`src/rtl/phase_sequencer.sv`:
```
// Safety phase sequencer: takes a requested lane pattern over valid/ready and walks the
// physical lights through GREEN -> YELLOW -> ALL_RED -> new GREEN with a minimum green time.
module phase_sequencer #(
  parameter int unsigned MIN_GREEN_CYCLES = 8,
  parameter int unsigned YELLOW_CYCLES    = 3,
  parameter int unsigned ALLRED_CYCLES    = 2,
  parameter int unsigned CNT_W            = 8
) (
  input  logic       clk,
  input  logic       rst,
  input  logic [7:0] lane_req,
  input  logic       req_valid,
  output logic       req_ready,
  output logic [7:0] lights,
  output logic       phase_done,
  output logic       err
);

  localparam int unsigned LW = 8;
  localparam logic [LW-1:0] PAT_NS = 8'b0011_0011;
  localparam logic [LW-1:0] PAT_EW = 8'b1100_1100;
  localparam logic [CNT_W-1:0] CNT_MIN_GREEN = CNT_W'(MIN_GREEN_CYCLES - 1);
  localparam logic [CNT_W-1:0] CNT_YELLOW    = CNT_W'(YELLOW_CYCLES - 1);
  localparam logic [CNT_W-1:0] CNT_ALLRED    = CNT_W'(ALLRED_CYCLES - 1);

  typedef enum logic [1:0] {
    ST_INIT,
    ST_GREEN,
    ST_YELLOW,
    ST_ALL_RED
  } state_e;

  state_e           state_q, state_d;
  logic [LW-1:0]    lights_q, lights_d;
  logic [LW-1:0]    cur_green_q, cur_green_d;
  logic [LW-1:0]    nxt_green_q, nxt_green_d;
  logic [CNT_W-1:0] cnt_q, cnt_d;
  logic             phase_done_q, phase_done_d;
  logic             err_q, err_d;

  logic accept;
  logic legal;

  // Every green pair (11) becomes yellow (01); red pairs stay red.
  function automatic logic [LW-1:0] to_yellow(input logic [LW-1:0] pat);
    logic [LW-1:0] y;
    y = '0;
    for (int i = 0; i < LW / 2; i++) begin
      y[2*i] = pat[2*i+1] & pat[2*i];
    end
    return y;
  endfunction

  // Ready depends only on registered state so there is no valid->ready path.
  assign req_ready = (state_q == ST_INIT) || ((state_q == ST_GREEN) && (cnt_q == '0));
  assign accept    = req_valid && req_ready;
  assign legal     = (lane_req == PAT_NS) || (lane_req == PAT_EW);

  always_comb begin
    state_d      = state_q;
    lights_d     = lights_q;
    cur_green_d  = cur_green_q;
    nxt_green_d  = nxt_green_q;
    cnt_d        = cnt_q;
    phase_done_d = 1'b0;
    err_d        = 1'b0;

    // An illegal accepted pattern is consumed and flagged, nothing else moves.
    if (accept && !legal) begin
      err_d = 1'b1;
    end

    case (state_q)
      ST_INIT: begin
        lights_d = '0;
        if (accept && legal) begin
          cur_green_d = lane_req;
          nxt_green_d = lane_req;
          state_d     = ST_ALL_RED;
          cnt_d       = CNT_ALLRED;
        end
      end
      ST_GREEN: begin
        if (cnt_q != '0) begin
          cnt_d = cnt_q - CNT_W'(1);
        end
        if (accept && legal && (lane_req != cur_green_q)) begin
          nxt_green_d = lane_req;
          state_d     = ST_YELLOW;
          cnt_d       = CNT_YELLOW;
          lights_d    = to_yellow(cur_green_q);
        end
      end
      ST_YELLOW: begin
        if (cnt_q == '0) begin
          state_d  = ST_ALL_RED;
          lights_d = '0;
          cnt_d    = CNT_ALLRED;
        end else begin
          cnt_d = cnt_q - CNT_W'(1);
        end
      end
      ST_ALL_RED: begin
        if (cnt_q == '0) begin
          state_d      = ST_GREEN;
          lights_d     = nxt_green_q;
          cur_green_d  = nxt_green_q;
          cnt_d        = CNT_MIN_GREEN;
          phase_done_d = 1'b1;
        end else begin
          cnt_d = cnt_q - CNT_W'(1);
        end
      end
      default: begin
        state_d  = ST_INIT;
        lights_d = '0;
      end
    endcase
  end

  always_ff @(posedge clk or posedge rst) begin
    if (rst) begin
      state_q      <= ST_INIT;
      lights_q     <= '0;
      cur_green_q  <= '0;
      nxt_green_q  <= '0;
      cnt_q        <= '0;
      phase_done_q <= 1'b0;
      err_q        <= 1'b0;
    end else begin
      state_q      <= state_d;
      lights_q     <= lights_d;
      cur_green_q  <= cur_green_d;
      nxt_green_q  <= nxt_green_d;
      cnt_q        <= cnt_d;
      phase_done_q <= phase_done_d;
      err_q        <= err_d;
    end
  end

  assign lights     = lights_q;
  assign phase_done = phase_done_q;
  assign err        = err_q;

endmodule

```
`config.mk`:
```
export PLATFORM = sky130hd
export DESIGN_NAME = phase_sequencer
export DESIGN_NICKNAME = d
export VERILOG_FILES = /design/src/rtl/phase_sequencer.sv
export SDC_FILE = /design/constraint.sdc
export NUM_CORES = 1
export LEC_CHECK = 0
export ABC_CLOCK_PERIOD_IN_PS = 3350
export CAP_MARGIN = 20
export CORE_MARGIN = 4
export CORE_UTILIZATION = 25
export CTS_BUF_LIST = sky130_fd_sc_hd__clkbuf_4
export DETAILED_ROUTE_END_ITERATION = 10
export PLACE_DENSITY_LB_ADDON = 0.05
export REMOVE_ABC_BUFFERS = 1
export SLEW_MARGIN = 20
export SYNTH_ARGS = -nofsm -noshare
export SYNTH_HDL_FRONTEND = slang
export SYNTH_SLANG_ARGS = --single-unit
```
`constraint.sdc`:
```
create_clock -name clk -period 3.35 [get_ports clk]
set_input_delay 1.005 -clock clk [delete_from_list [all_inputs] [get_ports clk]]
set_output_delay 1.005 -clock clk [all_outputs]
set_load 0.005 [all_outputs]
```
# Word-level counts from Yosys, hierarchy flattened
# Cells that the tools add are included.
totals:
  register_bits: 36
  latchBits: 0
  ram_bits: 0
  romBits: 0
  inputBits: 11
  out_inout_bits: 11
  mem_count: 0
classes:
  addsub: 1
  multipliers: 0
  div_mod_pow: 0
  magnitude_cmp: 0
  n_eq_ne: 11
  n_shift: 0
  muxes: 22
  bitwise_logic: 4
  n_reduce_logical: 18
ops:
  columns: ["cell", "n"]
  rows:
  - ["8-bit 2-to-1 mux", 10]
  - ["8-bit case mux with 4 select lines", 2]
  - ["8-bit case mux with 2 select lines", 2]
  - ["3-bit AND reduction", 3]
  - ["8-bit by 6-bit == test with 1-bit output (second input constant)", 1]
  - ["8-bit == test (second input constant)", 1]
  - ["8-bit zero test", 1]
  - ["2-bit 2-to-1 mux", 4]
  - ["8-bit inequality test", 1]
  - ["2-bit case mux with 4 select lines", 1]
  - ["8-bit nonzero test", 1]
  - ["8-bit by 1-bit subtractor with 8-bit output (second input constant)", 1]
  - ["1-bit logical AND", 5]
  - ["1-bit bitwise AND", 4]
  - ["2-bit == test (second input constant)", 2]
  - ["2-bit by 1-bit inequality test with 1-bit output (second input constant)", 2]
  - ["2-bit inequality test (second input constant)", 2]
  - ["4-bit AND reduction", 1]
  - ["2-bit nonzero test", 2]
  - ["1-bit 2-to-1 mux", 3]
  - ["3-bit by 1-bit inequality test with 1-bit output (second input constant)", 1]
  - ["2-bit by 1-bit == test with 1-bit output (second input constant)", 1]
  - ["2-bit zero test", 1]
  - ["1-bit logical OR", 2]
  - ["2 further kinds", 2]

# Longest topological paths before layout
# Gate-level depths: netlist of the first run.
depth:
  depth_word: 8
  mapped_depth: 9
  ltp_nobuf: 7

# Worst setup path before layout of the first run
# Ideal clock, no wire load.
synth_timing:
  path_type: "register to output"
  start: "reg cnt_q[2]"
  end: "out req_ready"
  arrival_time_ps: 1862
  slack_ps: 483
  stages_incl_launch_ff: 6
  n_path_buf: 1
  cell_sequence: "dfrtp_1 -> or4_1 -> or4b_1 -> buf_2 -> a21o_1 -> inv_1"
synth_between:
  elab_chain_len: 3
synth_lines:
  columns: ["element", "line", "rtl"]
  rows:
  - ["from (decl)", "37", "logic [CNT_W-1:0] cnt_q, cnt_d;"]
  - ["from (signal assigned)", "135", "cnt_q <= cnt_d;"]
  - ["8-bit zero test", "55", "assign req_ready = (state_q == ST_INIT) || ((state_q == ST_GREEN) && (cnt_q == '0));"]
  - ["1-bit logical AND", "55", null]
  - ["1-bit logical OR", "55", null]
  - ["to (decl)", "13", "output logic req_ready,"]
# Every way passes these cells.

# Final worst setup path of the first run
# Same ends and word-level chain as after synthesis.

==> flow_results.xml, run 1 <==
<?xml version="1.0" encoding="UTF-8"?>
<metrics>
  <group name="setup_path">
    <metric name="timing_worst_setup_path_type" unit="">flip-flop to primary output</metric>
    <metric name="critical_path.slowest_cell" unit="">sky130_fd_sc_hd__or4_4</metric>
    <metric name="timing.critical_path.cells" unit="">or4_4 -&gt; or4b_4 -&gt; a21o_1 -&gt; inv_1 -&gt; clkdlybuf4s15_1</metric>
    <metric name="reg2reg_setup_slack" unit="ns">0.67</metric>
    <metric name="required_time_of_the_critical_path" unit="ns">2.34</metric>
    <metric name="crit_fanout" unit="">2</metric>
    <metric name="worst_ep_arrival_time" unit="ns">2.26</metric>
    <metric name="ff2ff_path_depth" unit="">7</metric>
    <metric name="worst_r2r_startpoint" unit="">cnt_q[2]</metric>
    <metric name="r2r-end" unit="">nxt_green_q[0]</metric>
    <metric name="critPathCaptureType" unit="">primary output</metric>
    <metric name="timing.critical_path.from_type" unit="">flip-flop</metric>
    <metric name="slowest_delay" unit="ns">0.54</metric>
  </group>
  <group name="layout">
    <metric name="antenna_cells" unit="">0</metric>
    <metric name="layout-area-overhead-vs-synth" unit="%">24.4</metric>
    <metric name="post_layout_inst_area" unit="mm2">0.00238</metric>
    <metric name="drive_above_1_share" unit="">0.153</metric>
    <metric name="layout.nets" unit="">242</metric>
  </group>
  <group name="detailed_routing">
    <metric name="drt_pass1_iterations" unit="">4</metric>
    <metric name="drtAntennaViolNets" unit="">0</metric>
    <metric name="route.final.wire_length" unit="mm">4.82</metric>
    <metric name="drt_first_iter_violations" unit="">82</metric>
    <metric name="detail_route.wl_per_cell" unit="um">14.7</metric>
    <metric name="routed-via-count" unit="">1460</metric>
    <metric name="route.detailed.drc" unit="">0</metric>
    <metric name="routed_via_density" unit="">4.45</metric>
  </group>
  <group name="sta">
    <metric name="max_slew.worst_pin.slew" unit="ns">0.605</metric>
    <metric name="tns" unit="ns">0</metric>
    <metric name="report.final.setup_viol" unit="">0</metric>
    <metric name="maxClockFrequency" unit="MHz">306</metric>
    <metric name="timing.clock.skew" unit="ns">0.00901</metric>
    <metric name="min_period_over_period" unit="">0.975</metric>
    <metric name="drv_slew" unit="">0</metric>
    <metric name="timing.max_slew.rel_slack" unit="">0.596</metric>
    <metric name="timing.final.hold_violations" unit="">0</metric>
    <metric name="post-route-min-period" unit="ns">3.27</metric>
    <metric name="rsz0062_at_grt" unit="">no</metric>
    <metric name="timing.hold.ws" unit="ns">0.519</metric>
  </group>
  <group name="synth">
    <metric name="syn-instance-count" unit="">196</metric>
    <metric name="synth_commonest_cells" unit="">36 x sky130_fd_sc_hd__dfrtp_1, 30 x sky130_fd_sc_hd__nand2_1, 16 x sky130_fd_sc_hd__o21ai_0</metric>
    <metric name="number_of_distinct_library_cells_after_synthesis" unit="">37</metric>
    <metric name="synth-main-ff-cell" unit="">sky130_fd_sc_hd__dfrtp_1</metric>
    <metric name="synth.top_cell.area_share" unit="">0.470</metric>
    <metric name="post_synth_instance_area" unit="mm2">0.00192</metric>
    <metric name="post-synth-top-area-cell" unit="">sky130_fd_sc_hd__dfrtp_1</metric>
    <metric name="synth_area_per_cell" unit="um2">9.78</metric>
    <metric name="asyncSetResetFlopFracSynth" unit="">1.00</metric>
    <metric name="synth_seq_cells" unit="">36</metric>
    <metric name="synth_most_common_cell" unit="">sky130_fd_sc_hd__dfrtp_1</metric>
    <metric name="seq_area_frac_synth" unit="">0.470</metric>
    <metric name="synth-edff-count" unit="">0</metric>
    <metric name="yosysWarningCount" unit="">0</metric>
    <metric name="top_cells_by_area_in_the_synthesized_netlist" unit="">sky130_fd_sc_hd__dfrtp_1 47%, sky130_fd_sc_hd__mux2i_1 6.8%, sky130_fd_sc_hd__nand2_1 5.9%, sky130_fd_sc_hd__o21ai_0 4.2%, sky130_fd_sc_hd__xor2_1 4.1%</metric>
  </group>
  <group name="clock_tree">
    <metric name="clock_latency" unit="ns">0.34</metric>
    <metric name="clock_sink_count" unit="">36</metric>
    <metric name="ctsHtreeMaxLevel" unit="">2</metric>
    <metric name="ctsLongestPathBuffers" unit="">2</metric>
    <metric name="tritoncts.num_buffers" unit="">5</metric>
    <metric name="post_cts_hold_buffer_count" unit="">0</metric>
    <metric name="cts_tree" unit="">built</metric>
    <metric name="worst_setup_hold_path_clk_slew" unit="ns">0.11</metric>
    <metric name="root_buffer" unit="">sky130_fd_sc_hd__clkbuf_4</metric>
  </group>
  <group name="floorplan">
    <metric name="die-width" unit="um">95.6</metric>
    <metric name="floorplan.initialDensity" unit="">0.260</metric>
    <metric name="fp.dieH" unit="um">95.6</metric>
    <metric name="fp.dieArea" unit="mm2">0.00913</metric>
    <metric name="fp.coreArea" unit="mm2">0.00737</metric>
    <metric name="floorplan.rows" unit="">31</metric>
    <metric name="design.portCount" unit="">22</metric>
  </group>
  <group name="power">
    <metric name="cellLeakagePower" unit="nW">1.09</metric>
    <metric name="powerDensity" unit="mW/mm2">676</metric>
    <metric name="ir_worst_vdd" unit="mV">0.198</metric>
  </group>
  <group name="global_routing">
    <metric name="grt_remaining_overflow" unit="">0</metric>
    <metric name="grt_first_pass_wirelength" unit="mm">8.04</metric>
    <metric name="antenna_found_initial" unit="">0</metric>
    <metric name="first_global_vias" unit="">1513</metric>
    <metric name="grt_usage" unit="">0.117</metric>
    <metric name="grt_max_degree" unit="">37</metric>
  </group>
  <group name="placement">
    <metric name="portBuffers" unit="">21</metric>
    <metric name="place_area" unit="mm2">0.00231</metric>
    <metric name="finalWeightedCongestion" unit="">0.734</metric>
    <metric name="final_hpwl_dp" unit="mm">3.47</metric>
  </group>
  <group name="job">
    <metric name="max_cap_viols" unit="">0</metric>
  </group>
  <group name="hold_path">
    <metric name="holdCritPathClass" unit="">flip-flop to flip-flop</metric>
    <metric name="whs_path_depth" unit="">1</metric>
    <metric name="min-delay-start" unit="">cnt_q[6]</metric>
    <metric name="min_to" unit="">cnt_q[6]</metric>
  </group>
  <group name="run_status">
    <metric name="status" unit="">completed</metric>
  </group>
</metrics>
## flip-flops by register name, summed over array words and instances, names as in the netlist
register     flops
phase_done       1
err              1
nxt_green_q      8
state_q          2
cur_green_q      8
lights           8
cnt_q            8
## report_power, final
part | leakage (nW) | total, mW | internal, mW | switching, mW
combinational | 0.623 | 0.723 | 0.352 | 0.371
sequential | 0.445 | 0.672 | 0.566 | 0.106
clock | 0.0261 | 0.218 | 0.0734 | 0.145
total | 1.09 | 1.61 | 0.991 | 0.622
## cell type report
class	count	area [um2]
clock buffer	5	37.5
clock inverter	2	7.51
fill	770	4980
inverter	12	45.0
multi-input combinational	138	935
sequential	36	901
tap	99	124
timing repair buffer	36	335
## cells in the final DEF, fill, tap and decap left out, drive strengths merged, types with 2 or more instances in the layout
cell           count
a211o              2
a21o               3
a21oi             13
and3               2
buf               15
clkbuf             5
clkdlybuf4s50     20
clkinv             2
dfrtp             36
ha                 2
inv               12
mux2               9
mux2i             13
nand2             30
nand3              2
nand4              2
nor2              12
nor3               2
nor4               3
nor4bb             2
o21ai             17
o32ai              2
or4                2
xnor2              3
xor2               9
## kinds of logic after synthesis
logic type,share of synthesized area
buffers and inverters,0.0483
AND/OR/NAND/NOR,0.152
flip-flops,0.470
AO/OA/AOI/OAI,0.133
adder cells (fa/ha/maj),0.0131
multiplexers,0.129
XOR/XNOR,0.0548
## metal layers
layer | global-route usage | part of all wire | up-vias
met5 | 0 | 0 | -
met4 | 0.0391 | 0.013 | 0
met3 | 0.0300 | 0.042 | 5
met2 | 0.183 | 0.46 | 29
met1 | 0.158 | 0.48 | 687
li1 | - | - | 739
## worst max-delay path, delay by kind of cell, from the launching register on
| family | cells | cell delay (ns) |
|---|---|---|
| and+or+nand+nor | 2 | 1.04 |
| DFF | 1 | 0.40 |
| buffers and inverters | 2 | 0.25 |
| AOI/OAI and AO/OA | 1 | 0.23 |
## how the worst max path moves through the flow
stage	startpoint	endpoint	slack, ns	depth (start not counted)
final	cnt_q[2]	req_ready	0.08	5
after global routing	cnt_q[2]	req_ready	0.009	5
after CTS	cnt_q[2]	req_ready	0.04	5
after detailed placement	lane_req[4]	cur_green_q[0]	0.03	7
after global placement	cnt_q[4]	req_ready	0.07	5
after floorplan	cnt_q[2]	req_ready	0.43	4
## through the flow
stage,utilization,worst slack (ns),cells,power [mW]
finish,0.324,0.0849,328,1.61
global placement,0.314,0.0671,319,1.40
global route,0.324,0.00901,328,1.76
CTS,0.323,0.0440,328,1.65
detailed placement,0.314,0.0273,319,1.40
floorplan,-,0.434,186,1.11
## repair_timing
item                                    in CTS  in global routing
pin swaps                                    1                  1
setup buffers                                2                  0
gates resized for setup                      3                  1
gates cloned                                 0                  0
endpoints found under the setup margin       1                  1
(Power assumes the default switching activity.)
==> run 2: changes to the inputs <==
--- a/config.mk
+++ b/config.mk
@@ -5,6 +5,7 @@
 export SDC_FILE = /design/constraint.sdc
 export NUM_CORES = 1
 export LEC_CHECK = 0
+export ABC_AREA = 1
 export ABC_CLOCK_PERIOD_IN_PS = 3350
 export CAP_MARGIN = 20
 export CORE_MARGIN = 4
@@ -12,8 +13,8 @@
 export CTS_BUF_LIST = sky130_fd_sc_hd__clkbuf_4
 export DETAILED_ROUTE_END_ITERATION = 10
 export PLACE_DENSITY_LB_ADDON = 0.05
+export RECOVER_POWER = 25
 export REMOVE_ABC_BUFFERS = 1
-export SLEW_MARGIN = 20
 export SYNTH_ARGS = -nofsm -noshare
 export SYNTH_HDL_FRONTEND = slang
 export SYNTH_SLANG_ARGS = --single-unit
==> run 2 against run 1 <==
Flip-flop and latch count did not move. Sequential power shrank 1%. Non-clock buffer count is 9 lower. Utilization is 1.5 points lower. Wire length increased by 3.7%. Sequential share of layout area hardly changed. Clock power increased by 11%. Highest routed layer unchanged.
==> flow_results.xml, run 2 <==
<?xml version="1.0" encoding="UTF-8"?>
<metrics>
  <group name="synth">
    <metric name="synth_commonest_cells" unit="">89 x sky130_fd_sc_hd__nand2_1, 37 x sky130_fd_sc_hd__inv_1, 36 x sky130_fd_sc_hd__dfrtp_1</metric>
    <metric name="syn-instance-count" unit="">262</metric>
    <metric name="synth_top_family_by_area" unit="">simple AND/OR/NAND/NOR gates</metric>
    <metric name="synth_seq_cells" unit="">36</metric>
    <metric name="synthXorXnorAreaFrac" unit="">0.0487</metric>
    <metric name="post_synth_instance_area" unit="mm2">0.00198</metric>
    <metric name="synth_area_per_cell" unit="um2">7.55</metric>
    <metric name="asyncSetResetFlopFracSynth" unit="">1.00</metric>
    <metric name="number_of_distinct_library_cells_after_synthesis" unit="">27</metric>
    <metric name="synth_compound_area_frac" unit="">0.121</metric>
    <metric name="seq_area_frac_synth" unit="">0.455</metric>
    <metric name="yosys.area_share.adder" unit="">0.0126</metric>
    <metric name="synth-main-ff-cell" unit="">sky130_fd_sc_hd__dfrtp_1</metric>
    <metric name="yosys.area_share.simple" unit="">0.276</metric>
    <metric name="synth_most_common_cell" unit="">sky130_fd_sc_hd__nand2_1</metric>
    <metric name="post-synth-top-area-cell" unit="">sky130_fd_sc_hd__dfrtp_1</metric>
    <metric name="synth-edff-count" unit="">0</metric>
    <metric name="top_cells_by_area_in_the_synthesized_netlist" unit="">sky130_fd_sc_hd__dfrtp_1 46%, sky130_fd_sc_hd__nand2_1 17%, sky130_fd_sc_hd__inv_1 7.0%, sky130_fd_sc_hd__o21ai_0 4.8%, sky130_fd_sc_hd__nand3_1 4.3%</metric>
    <metric name="synth.top_cell.area_share" unit="">0.455</metric>
    <metric name="post_synth_mux_area_share" unit="">0</metric>
    <metric name="yosysWarningCount" unit="">0</metric>
  </group>
  <group name="setup_path">
    <metric name="setup.worst_path.start" unit="">cnt_q[0]</metric>
    <metric name="ff2ff_path_depth" unit="">12</metric>
    <metric name="timing.critical_path.from_type" unit="">flip-flop</metric>
    <metric name="worst_r2r_startpoint" unit="">cnt_q[0]</metric>
    <metric name="cp_common_cell" unit="">sky130_fd_sc_hd__nand2_1</metric>
    <metric name="critPathCapture" unit="">req_ready</metric>
    <metric name="timing_worst_setup_path_type" unit="">flip-flop to primary output</metric>
    <metric name="required_time_of_the_critical_path" unit="ns">2.34</metric>
    <metric name="crit_fanout" unit="">7</metric>
    <metric name="reg2reg_setup_slack" unit="ns">1.27</metric>
    <metric name="critical_path.slowest_cell" unit="">sky130_fd_sc_hd__clkdlybuf4s50_1</metric>
    <metric name="r2r-end" unit="">lights[3]</metric>
    <metric name="timing.critical_path.cells" unit="">inv_1 -&gt; ha_1 -&gt; nand2_1 -&gt; nor2_1 -&gt; nand3_2 -&gt; nand2_1 -&gt; clkdlybuf4s50_1</metric>
    <metric name="worst_ep_arrival_time" unit="ns">2.08</metric>
    <metric name="critPathCaptureType" unit="">primary output</metric>
    <metric name="slowest_delay" unit="ns">0.51</metric>
  </group>
  <group name="global_routing">
    <metric name="grt_usage" unit="">0.112</metric>
    <metric name="first_global_vias" unit="">1674</metric>
    <metric name="grt_first_pass_wirelength" unit="mm">8.31</metric>
    <metric name="antenna_found_initial" unit="">0</metric>
    <metric name="grt_remaining_overflow" unit="">0</metric>
    <metric name="grt_max_degree" unit="">37</metric>
  </group>
  <group name="detailed_routing">
    <metric name="routed_via_density" unit="">4.22</metric>
    <metric name="detail_route.wl_per_cell" unit="um">12.7</metric>
    <metric name="route.detailed.drc" unit="">0</metric>
    <metric name="drtAntennaViolNets" unit="">0</metric>
    <metric name="drt_first_iter_violations" unit="">86</metric>
    <metric name="routed-via-count" unit="">1658</metric>
    <metric name="route.final.wire_length" unit="mm">5.00</metric>
    <metric name="drt_pass1_iterations" unit="">4</metric>
  </group>
  <group name="sta">
    <metric name="maxClockFrequency" unit="MHz">324</metric>
    <metric name="max_slew.worst_pin.slew" unit="ns">0.938</metric>
    <metric name="post-route-min-period" unit="ns">3.09</metric>
    <metric name="timing.final.hold_violations" unit="">0</metric>
    <metric name="timing.clock.skew" unit="ns">0.0186</metric>
    <metric name="rsz0062_at_grt" unit="">no</metric>
    <metric name="timing.max_slew.rel_slack" unit="">0.375</metric>
    <metric name="drv_slew" unit="">0</metric>
    <metric name="min_period_over_period" unit="">0.921</metric>
    <metric name="report.final.setup_viol" unit="">0</metric>
    <metric name="tns" unit="ns">0</metric>
  </group>
  <group name="layout">
    <metric name="drive_above_1_share" unit="">0.0893</metric>
    <metric name="most-common-layout-cells" unit="">89 x sky130_fd_sc_hd__nand2_1, 37 x sky130_fd_sc_hd__inv_1, 36 x sky130_fd_sc_hd__dfrtp_1</metric>
    <metric name="layout.cells.most_common" unit="">sky130_fd_sc_hd__nand2_1</metric>
    <metric name="layout.nets" unit="">303</metric>
    <metric name="layout-area-overhead-vs-synth" unit="%">20.5</metric>
    <metric name="antenna_cells" unit="">0</metric>
  </group>
  <group name="floorplan">
    <metric name="fp.coreArea" unit="mm2">0.00773</metric>
    <metric name="fp.dieH" unit="um">97.0</metric>
    <metric name="fp.dieArea" unit="mm2">0.00941</metric>
    <metric name="die-width" unit="um">97.0</metric>
    <metric name="floorplan.initialDensity" unit="">0.256</metric>
    <metric name="floorplan.rows" unit="">32</metric>
    <metric name="design.portCount" unit="">22</metric>
  </group>
  <group name="clock_tree">
    <metric name="ctsLongestPathBuffers" unit="">2</metric>
    <metric name="clock_sink_count" unit="">36</metric>
    <metric name="post_cts_hold_buffer_count" unit="">0</metric>
    <metric name="post_cts_buffers" unit="">0</metric>
    <metric name="root_buffer" unit="">sky130_fd_sc_hd__clkbuf_4</metric>
    <metric name="cts_resized" unit="">0</metric>
    <metric name="clock_latency" unit="ns">0.35</metric>
    <metric name="ctsHtreeMaxLevel" unit="">2</metric>
    <metric name="tritoncts.num_buffers" unit="">5</metric>
    <metric name="cts_tree" unit="">built</metric>
    <metric name="worst_setup_hold_path_clk_slew" unit="ns">0.12</metric>
  </group>
  <group name="power">
    <metric name="switching_share" unit="">0.417</metric>
    <metric name="cell_internal_pwr" unit="uW">928</metric>
    <metric name="cellLeakagePower" unit="nW">1.23</metric>
    <metric name="powerDensity" unit="mW/mm2">667</metric>
    <metric name="power_frac_seq" unit="">0.417</metric>
    <metric name="total_power" unit="mW">1.59</metric>
    <metric name="power.share.clock" unit="">0.153</metric>
    <metric name="switchingPower" unit="uW">664</metric>
    <metric name="combinationalPowerShare" unit="">0.431</metric>
    <metric name="ir_worst_vdd" unit="mV">0.144</metric>
  </group>
  <group name="placement">
    <metric name="final_hpwl_dp" unit="mm">3.62</metric>
    <metric name="portBuffers" unit="">21</metric>
    <metric name="finalWeightedCongestion" unit="">0.740</metric>
  </group>
  <group name="job">
    <metric name="max_cap_viols" unit="">0</metric>
  </group>
  <group name="hold_path">
    <metric name="holdCritPathClass" unit="">flip-flop to flip-flop</metric>
  </group>
  <group name="run_status">
    <metric name="status" unit="">completed</metric>
  </group>
</metrics>
==> run 2: cell count changes in the layout (fill, tap and decap cells not counted), moves of 5 or more <==
cell / previous run / this run
sky130_fd_sc_hd__nand3_1: 2 / 17
sky130_fd_sc_hd__mux2i_1: 13 / 0
sky130_fd_sc_hd__nand2_1: 30 / 89
sky130_fd_sc_hd__mux2_2: 5 / 0
sky130_fd_sc_hd__inv_1: 12 / 37
sky130_fd_sc_hd__a21oi_1: 11 / 0
sky130_fd_sc_hd__o21ai_1: 1 / 6
sky130_fd_sc_hd__buf_4: 14 / 5
==> run 2: layout make-up <==
class	count	area [um2]
clock buffer	5	37.5
clock inverter	3	18.8
fill	824	5340
inverter	38	143
multi-input combinational	182	906
sequential	36	901
tap	102	128
timing repair buffer	27	253
==> run 2: per-stage QoR <==
step,instance area (um2),util,hold WS [ns],instances,worst slack [ns]
3_5_place_dp,2330,0.302,0.465,385,0.236
2_1_floorplan,1950,-,0.449,256,1.11
6_report,2390,0.309,0.492,393,0.264
5_1_grt,2390,0.309,0.527,393,0.0639
4_1_cts,2390,0.309,0.496,393,0.213
3_3_place_gp,2330,0.302,0.465,385,0.225
==> run 2: worst min path at each step <==
stage                   start  depth (start not counted)        end
global route        lights[6]                          2  lights[6]
floorplan            cnt_q[5]                          2   cnt_q[5]
detailed placement   cnt_q[5]                          2   cnt_q[5]
global placement    lights[4]                          2  lights[4]
finish               cnt_q[5]                          2   cnt_q[5]
CTS                  cnt_q[5]                          2   cnt_q[5]
==> run 2: kinds of logic after synthesis <==
group / count (synthesis)
simple gates: 131
buf+inv: 44
compound gates: 38
flops: 36
xor+xnor: 11
fa+ha+maj: 2
==> run 2: layer usage <==
layer | share of wire | GRT usage | vias to the layer above
li1 | - | - | 881
met3 | 0.044 | 0.0209 | 2
met5 | 0 | 0 | -
met2 | 0.44 | 0.171 | 34
met4 | 0.0072 | 0.0454 | 0
met1 | 0.51 | 0.154 | 741
==> run 2: power by group through the flow <==
stage                     Clock, mW  Sequential, mW  Combinational, mW
after floorplan                   0           0.650              0.495
after global placement            0           0.674              0.709
after detailed placement          0           0.669              0.700
after CTS                     0.258           0.664              0.701
after global routing          0.276           0.677              0.797
final                         0.243           0.663              0.685
==> run 2: critical path: cells and delay by family (launching register included) <==
kind | cells | cell delay (ns)
buffers and inverters | 2 | 0.67
DFF | 1 | 0.37
and+or+nand+nor | 4 | 0.52
adders and majority gates | 1 | 0.18
